File: src/rtl/serial_add_ctrl_pkg.sv
// Shared definitions for the bit-serial adder controller: FSM encoding,
// default operand width and the bit-counter sizing rule.
package serial_add_ctrl_pkg;

    localparam int unsigned DefaultWidth = 8;

    localparam logic [1:0] IdleEnc = 2'd0;
    localparam logic [1:0] RunEnc  = 2'd1;
    localparam logic [1:0] DoneEnc = 2'd2;

    typedef enum logic [1:0] {
        StIdle = IdleEnc,
        StRun  = RunEnc,
        StDone = DoneEnc
    } state_e;

    // Counter must index WIDTH bit positions, but never shrink below one bit.
    function automatic int unsigned cnt_width(input int unsigned width);
        return (width <= 1) ? 1 : $clog2(width);
    endfunction

endpackage

File: src/rtl/serial_add_ctrl_if.sv
// Request/result bundle of the serial adder; master drives operands,
// slave (the adder) returns status and the registered result.
interface serial_add_ctrl_if
    import serial_add_ctrl_pkg::*;
#(
    parameter int unsigned WIDTH = DefaultWidth
);

    logic             start;
    logic [WIDTH-1:0] a;
    logic [WIDTH-1:0] b;
    logic             cin;
    logic             busy;
    logic             done;
    logic [WIDTH-1:0] sum;
    logic             cout;

    modport master (
        output start, a, b, cin,
        input  busy, done, sum, cout
    );

    modport slave (
        input  start, a, b, cin,
        output busy, done, sum, cout
    );

endinterface

File: src/rtl/fulladder.sv
// One-bit full adder; the only arithmetic on the serial sum path.
module fulladder (
    input  logic i_a,
    input  logic i_b,
    input  logic i_c,
    output logic o_s,
    output logic o_c
);

    logic w_p;

    assign w_p = i_a ^ i_b;
    assign o_s = w_p ^ i_c;
    assign o_c = (i_a & i_b) | (i_c & w_p);

endmodule

File: src/rtl/serial_add_ctrl.sv
// Bit-serial adder: accepts a, b, cin in IDLE, adds one bit per RUN cycle
// LSB first through a single full adder, then pulses done for one cycle.
module serial_add_ctrl
    import serial_add_ctrl_pkg::*;
#(
    parameter int unsigned WIDTH = DefaultWidth
) (
    input  logic             clk,
    input  logic             rst_n,
    serial_add_ctrl_if.slave bus
);

    localparam int unsigned             CntWidth = cnt_width(WIDTH);
    localparam logic [CntWidth-1:0]     LastCnt  = CntWidth'(WIDTH - 1);

    state_e              r_state;
    state_e              w_state_d;
    logic [WIDTH-1:0]    r_a;
    logic [WIDTH-1:0]    w_a_d;
    logic [WIDTH-1:0]    r_b;
    logic [WIDTH-1:0]    w_b_d;
    logic [WIDTH-1:0]    r_sum;
    logic [WIDTH-1:0]    w_sum_d;
    logic [CntWidth-1:0] r_cnt;
    logic [CntWidth-1:0] w_cnt_d;
    logic                r_carry;
    logic                w_carry_d;
    logic                r_cout;
    logic                w_cout_d;
    logic                r_busy;
    logic                r_done;
    logic                w_fa_s;
    logic                w_fa_c;

    fulladder u_fa (
        .i_a (r_a[0]),
        .i_b (r_b[0]),
        .i_c (r_carry),
        .o_s (w_fa_s),
        .o_c (w_fa_c)
    );

    always_comb begin
        w_state_d = r_state;
        w_a_d     = r_a;
        w_b_d     = r_b;
        w_sum_d   = r_sum;
        w_cnt_d   = r_cnt;
        w_carry_d = r_carry;
        w_cout_d  = r_cout;
        case (r_state)
            StIdle: begin
                if (bus.start) begin
                    w_a_d     = bus.a;
                    w_b_d     = bus.b;
                    w_carry_d = bus.cin;
                    w_cnt_d   = '0;
                    w_state_d = StRun;
                end
            end
            StRun: begin
                w_a_d     = r_a >> 1;
                w_b_d     = r_b >> 1;
                // Sum bits enter at the MSB so the LSB lands at bit 0 after WIDTH shifts.
                w_sum_d   = (r_sum >> 1) | (WIDTH'(w_fa_s) << (WIDTH - 1));
                w_carry_d = w_fa_c;
                w_cnt_d   = r_cnt + 1'b1;
                if (r_cnt == LastCnt) begin
                    w_cout_d  = w_fa_c;
                    w_state_d = StDone;
                end
            end
            StDone: begin
                w_state_d = StIdle;
            end
            default: begin
                w_state_d = StIdle;
            end
        endcase
    end

    always_ff @(posedge clk or negedge rst_n) begin
        if (!rst_n) begin
            r_state <= StIdle;
            r_a     <= '0;
            r_b     <= '0;
            r_sum   <= '0;
            r_cnt   <= '0;
            r_carry <= 1'b0;
            r_cout  <= 1'b0;
            r_busy  <= 1'b0;
            r_done  <= 1'b0;
        end else begin
            r_state <= w_state_d;
            r_a     <= w_a_d;
            r_b     <= w_b_d;
            r_sum   <= w_sum_d;
            r_cnt   <= w_cnt_d;
            r_carry <= w_carry_d;
            r_cout  <= w_cout_d;
            // Status flops track the next state so they line up with r_state.
            r_busy  <= (w_state_d != StIdle);
            r_done  <= (w_state_d == StDone);
        end
    end

    assign bus.busy = r_busy;
    assign bus.done = r_done;
    assign bus.sum  = r_sum;
    assign bus.cout = r_cout;

endmodule

File: src/flat_wrapper.sv
// flat-port wrapper written by rule: the top's interface ports become plain ports
module serial_add_ctrl_flat import serial_add_ctrl_pkg::*;
#(
    parameter int unsigned WIDTH = DefaultWidth
)
  (clk, rst_n, bus_start, bus_a, bus_b, bus_cin, bus_busy, bus_done, bus_sum, bus_cout);
  serial_add_ctrl_if #(.WIDTH(WIDTH)) bus_i ();
  input  logic clk;
  input  logic rst_n;
  input wire logic [$bits(bus_i.start)-1:0] bus_start;
  input wire logic [$bits(bus_i.a)-1:0] bus_a;
  input wire logic [$bits(bus_i.b)-1:0] bus_b;
  input wire logic [$bits(bus_i.cin)-1:0] bus_cin;
  output wire logic [$bits(bus_i.busy)-1:0] bus_busy;
  output wire logic [$bits(bus_i.done)-1:0] bus_done;
  output wire logic [$bits(bus_i.sum)-1:0] bus_sum;
  output wire logic [$bits(bus_i.cout)-1:0] bus_cout;
  assign bus_i.start = bus_start;
  assign bus_i.a = bus_a;
  assign bus_i.b = bus_b;
  assign bus_i.cin = bus_cin;
  assign bus_busy = bus_i.busy;
  assign bus_done = bus_i.done;
  assign bus_sum = bus_i.sum;
  assign bus_cout = bus_i.cout;
  serial_add_ctrl #(.WIDTH(WIDTH)) u_core (.clk(clk), .rst_n(rst_n), .bus(bus_i));
endmodule
File: config.mk
export PLATFORM = sky130hd
export DESIGN_NAME = serial_add_ctrl_flat
export DESIGN_NICKNAME = d
export VERILOG_FILES = /design/src/rtl/serial_add_ctrl_pkg.sv /design/src/rtl/serial_add_ctrl_if.sv /design/src/rtl/fulladder.sv /design/src/rtl/serial_add_ctrl.sv /design/src/flat_wrapper.sv
export SDC_FILE = /design/constraint.sdc
export NUM_CORES = 1
export LEC_CHECK = 0
export BUFFER_PORTS_ARGS = -buffer_cell sky130_fd_sc_hd__buf_4
export CORE_ASPECT_RATIO = 0.8
export CORE_MARGIN = 2
export CORE_UTILIZATION = 57
export DETAILED_ROUTE_END_ITERATION = 12
export GPL_ROUTABILITY_DRIVEN = 0
export PLACE_DENSITY = 0.84
export SLEW_MARGIN = 15
export SYNTH_ARGS = -nofsm -noshare
export SYNTH_HDL_FRONTEND = slang
export SYNTH_SLANG_ARGS = --single-unit
File: constraint.sdc
create_clock -name clk -period 2.35 [get_ports clk]
set_input_delay 0.47 -clock clk [delete_from_list [all_inputs] [get_ports clk]]
set_output_delay 0.47 -clock clk [all_outputs]
set_load 0.01 [all_outputs]
==> reports/results.tsv <==
metric	value	unit
outcome	completed	
worst_slew_pin_slew	0.674	ns
avgSynthCellArea	10.3	sq um
hp-class	in2async	
dpl.hpwl	1.88	mm
synthDistinctLibCells	28	
yosys.area_share.xor_xnor	0	%
worstPathRequired	2.61	ns
grt_overflow	0	
drt-initial-drc-count	46	
grt_max_degree	34	
first_pass_iters	4	
wl_per_cell	13.3	um
placed_cell_area	0.00165	sq mm
ctsHoldBuffers	0	
drv_cap	0	
antenna_found_initial	0	
end_kind	flip-flop	
r2r-start	u_core.r_state[1]$_DFF_PN0_	
worst_clock_skew	0.00874	ns
via_per_inst	5.35	
wirelength	2.72	mm
start_util	59.8	%
cp-startpoint	u_core.r_state[1]$_DFF_PN0_	
final.period_utilization	74.2	%
vias	1097	
synth_top_family_by_area	simple AND/OR/NAND/NOR gates	
die_y	49.1	um
synthMuxAreaShare	0.778	%
total_leakage_power	0.000820	uW
critPathLaunchType	flip-flop	
synthSimpleGateAreaFrac	18.0	%
r2r_slack	0.61	ns
setup_tns	0	ns
crit_arrival	2.00	ns
antenna_cells	0	
grt_usage	21.9	%
clk_path_buf_depth	2	
drc	0	
synth-seq-cells	33	
cts_root_buf	clkbuf_4	
h-tree-depth	2	
synth_warnings	0	
cts_tree	built	
syn_inst	140	
period_minus_slack	1.74	ns
syn_nets	163	
syn2layout_area_growth	19.8	%
cts_sinks	33	
path_max_fanout	18	
final_common_cell	dfrtp_1	
drtAntennaViolNets	0	
cts_setup_buffers	0	
synth_fa_ha_area_share	3.11	%
clk_latency	0.34	ns
fin_nets	191	
fmax	573	MHz
max_slew_margin	55.1	%
clk_pin_slew	0.10	ns
syn_area	0.00145	sq mm
rows	16	
slew_violations	0	
setup_viol	0	
chipWidth	60.3	um
portBuffers	30	
drive_gt1_share	24.3	%
grt_first_pass_wirelength	4.77	mm
rsz0062_at_grt	no	
coreArea	0.00242	sq mm
vdd_ir_drop_max	628	uV
io_pins	31	
hold_viol	0	
final_cell_mix	dfrtp_1 (33), buf_4 (30), nand2_1 (27)	
numCtsBuffers	5	
grt_pass1_vias	1126	
fin_area	0.00173	sq mm
synth-compound-area-share	14.8	%
path_class	reg2reg	
synth_seq_area_share	57.0	%
die_area	0.00296	sq mm
cts_resized	0	
power.density	1330	mW/mm^2
==> kinds of logic after synthesis <==
family | Yosys count
adder cells (fa/ha/maj) | 3
AND/OR/NAND/NOR | 58
multiplexers | 1
AO/OA/AOI/OAI | 30
buffers and inverters | 15
flip-flops | 33
==> state kept, by name, summed over array words and instances, names as in the netlist <==
name	count
u_core.bus.sum	8
u_core.r_a	8
u_core.r_b	8
u_core.r_cnt	3
u_core.r_state	2
u_core.bus.busy	1
u_core.bus.cout	1
u_core.bus.done	1
u_core.r_carry	1
==> cells in the mapped netlist <==
| library cell | number | area (sq um) |
|---|---|---|
| a21oi_1 | 3 | 15.0 |
| a22o_1 | 2 | 17.5 |
| a2bb2oi_1 | 6 | 52.6 |
| and2_1 | 2 | 12.5 |
| buf_2 | 4 | 20.0 |
| buf_4 | 1 | 7.51 |
| buf_6 | 2 | 22.5 |
| buf_8 | 1 | 15.0 |
| clkbuf_1 | 1 | 3.75 |
| dfrtp_1 | 33 | 826 |
| fa_1 | 1 | 20.0 |
| ha_1 | 2 | 25.0 |
| inv_1 | 5 | 18.8 |
| inv_2 | 1 | 3.75 |
| mux2_2 | 1 | 11.3 |
| nand2_1 | 27 | 101 |
| nand2b_1 | 2 | 12.5 |
| nor2_1 | 10 | 37.5 |
| nor2b_2 | 1 | 8.76 |
| nor3_1 | 13 | 65.1 |
| nor4b_1 | 1 | 8.76 |
| o21ai_0 | 1 | 5.00 |
| o21bai_1 | 1 | 7.51 |
| o22ai_1 | 13 | 81.3 |
| o311ai_0 | 1 | 8.76 |
| o32ai_1 | 3 | 26.3 |
| or2_2 | 1 | 6.26 |
| or2b_1 | 1 | 7.51 |
==> final timing paths <==
path,cells past startpoint,end
setup / recovery,3,u_core.r_a[1]$_DFFE_PN0P_
hold / removal,1,u_core.r_a[2]$_DFFE_PN0P_
setup reg to reg,3,u_core.r_a[1]$_DFFE_PN0P_
hold reg to reg,2,u_core.bus.sum[0]$_DFFE_PN0P_
max in group asynchronous,1,u_core.r_b[2]$_DFFE_PN0P_
min in group clk,3,u_core.r_a[6]$_DFFE_PN0P_
==> routing by layer <==
metal	routed length (um)	global-route usage, %
met1	1230	27.2
met2	1280	35.0
met3	160	8.49
met4	44	6.67
met5	0	0
==> cell type report <==
class	count	area (sq um)
Clock buffer	7	55.1
Clock inverter	1	30.0
Fill cell	185	688
Inverter	6	22.5
Multi-Input combinational cell	92	531
Sequential cell	33	826
Tap cell	36	45.0
Timing Repair Buffer	30	225
==> per-stage QoR <==
step           power [uW]  worst slack [ns]  hold slack (ns)  utilization (%)  cells
3_5_place_dp         1890             0.655            0.431             68.1    197
5_1_grt              2480             0.441           0.0661             71.6    205
3_3_place_gp         1830             0.721            0.426             68.1    197
2_1_floorplan        1630              1.09            0.174                -    140
4_1_cts              2330             0.642           0.0650             71.6    205
6_report             2310             0.606           0.0548             71.6    205
==> critical path: stages (launching register included) <==
cell,delay [ns]
dfrtp_1,0.68
nand2b_1,0.62
o22ai_1,0.16
nor3_1,0.20
==> report_power, final <==
part	internal, uW	switching [uW]
combinational	429	431
clock	254	186
sequential	823	190
(Power assumes the default switching activity.)
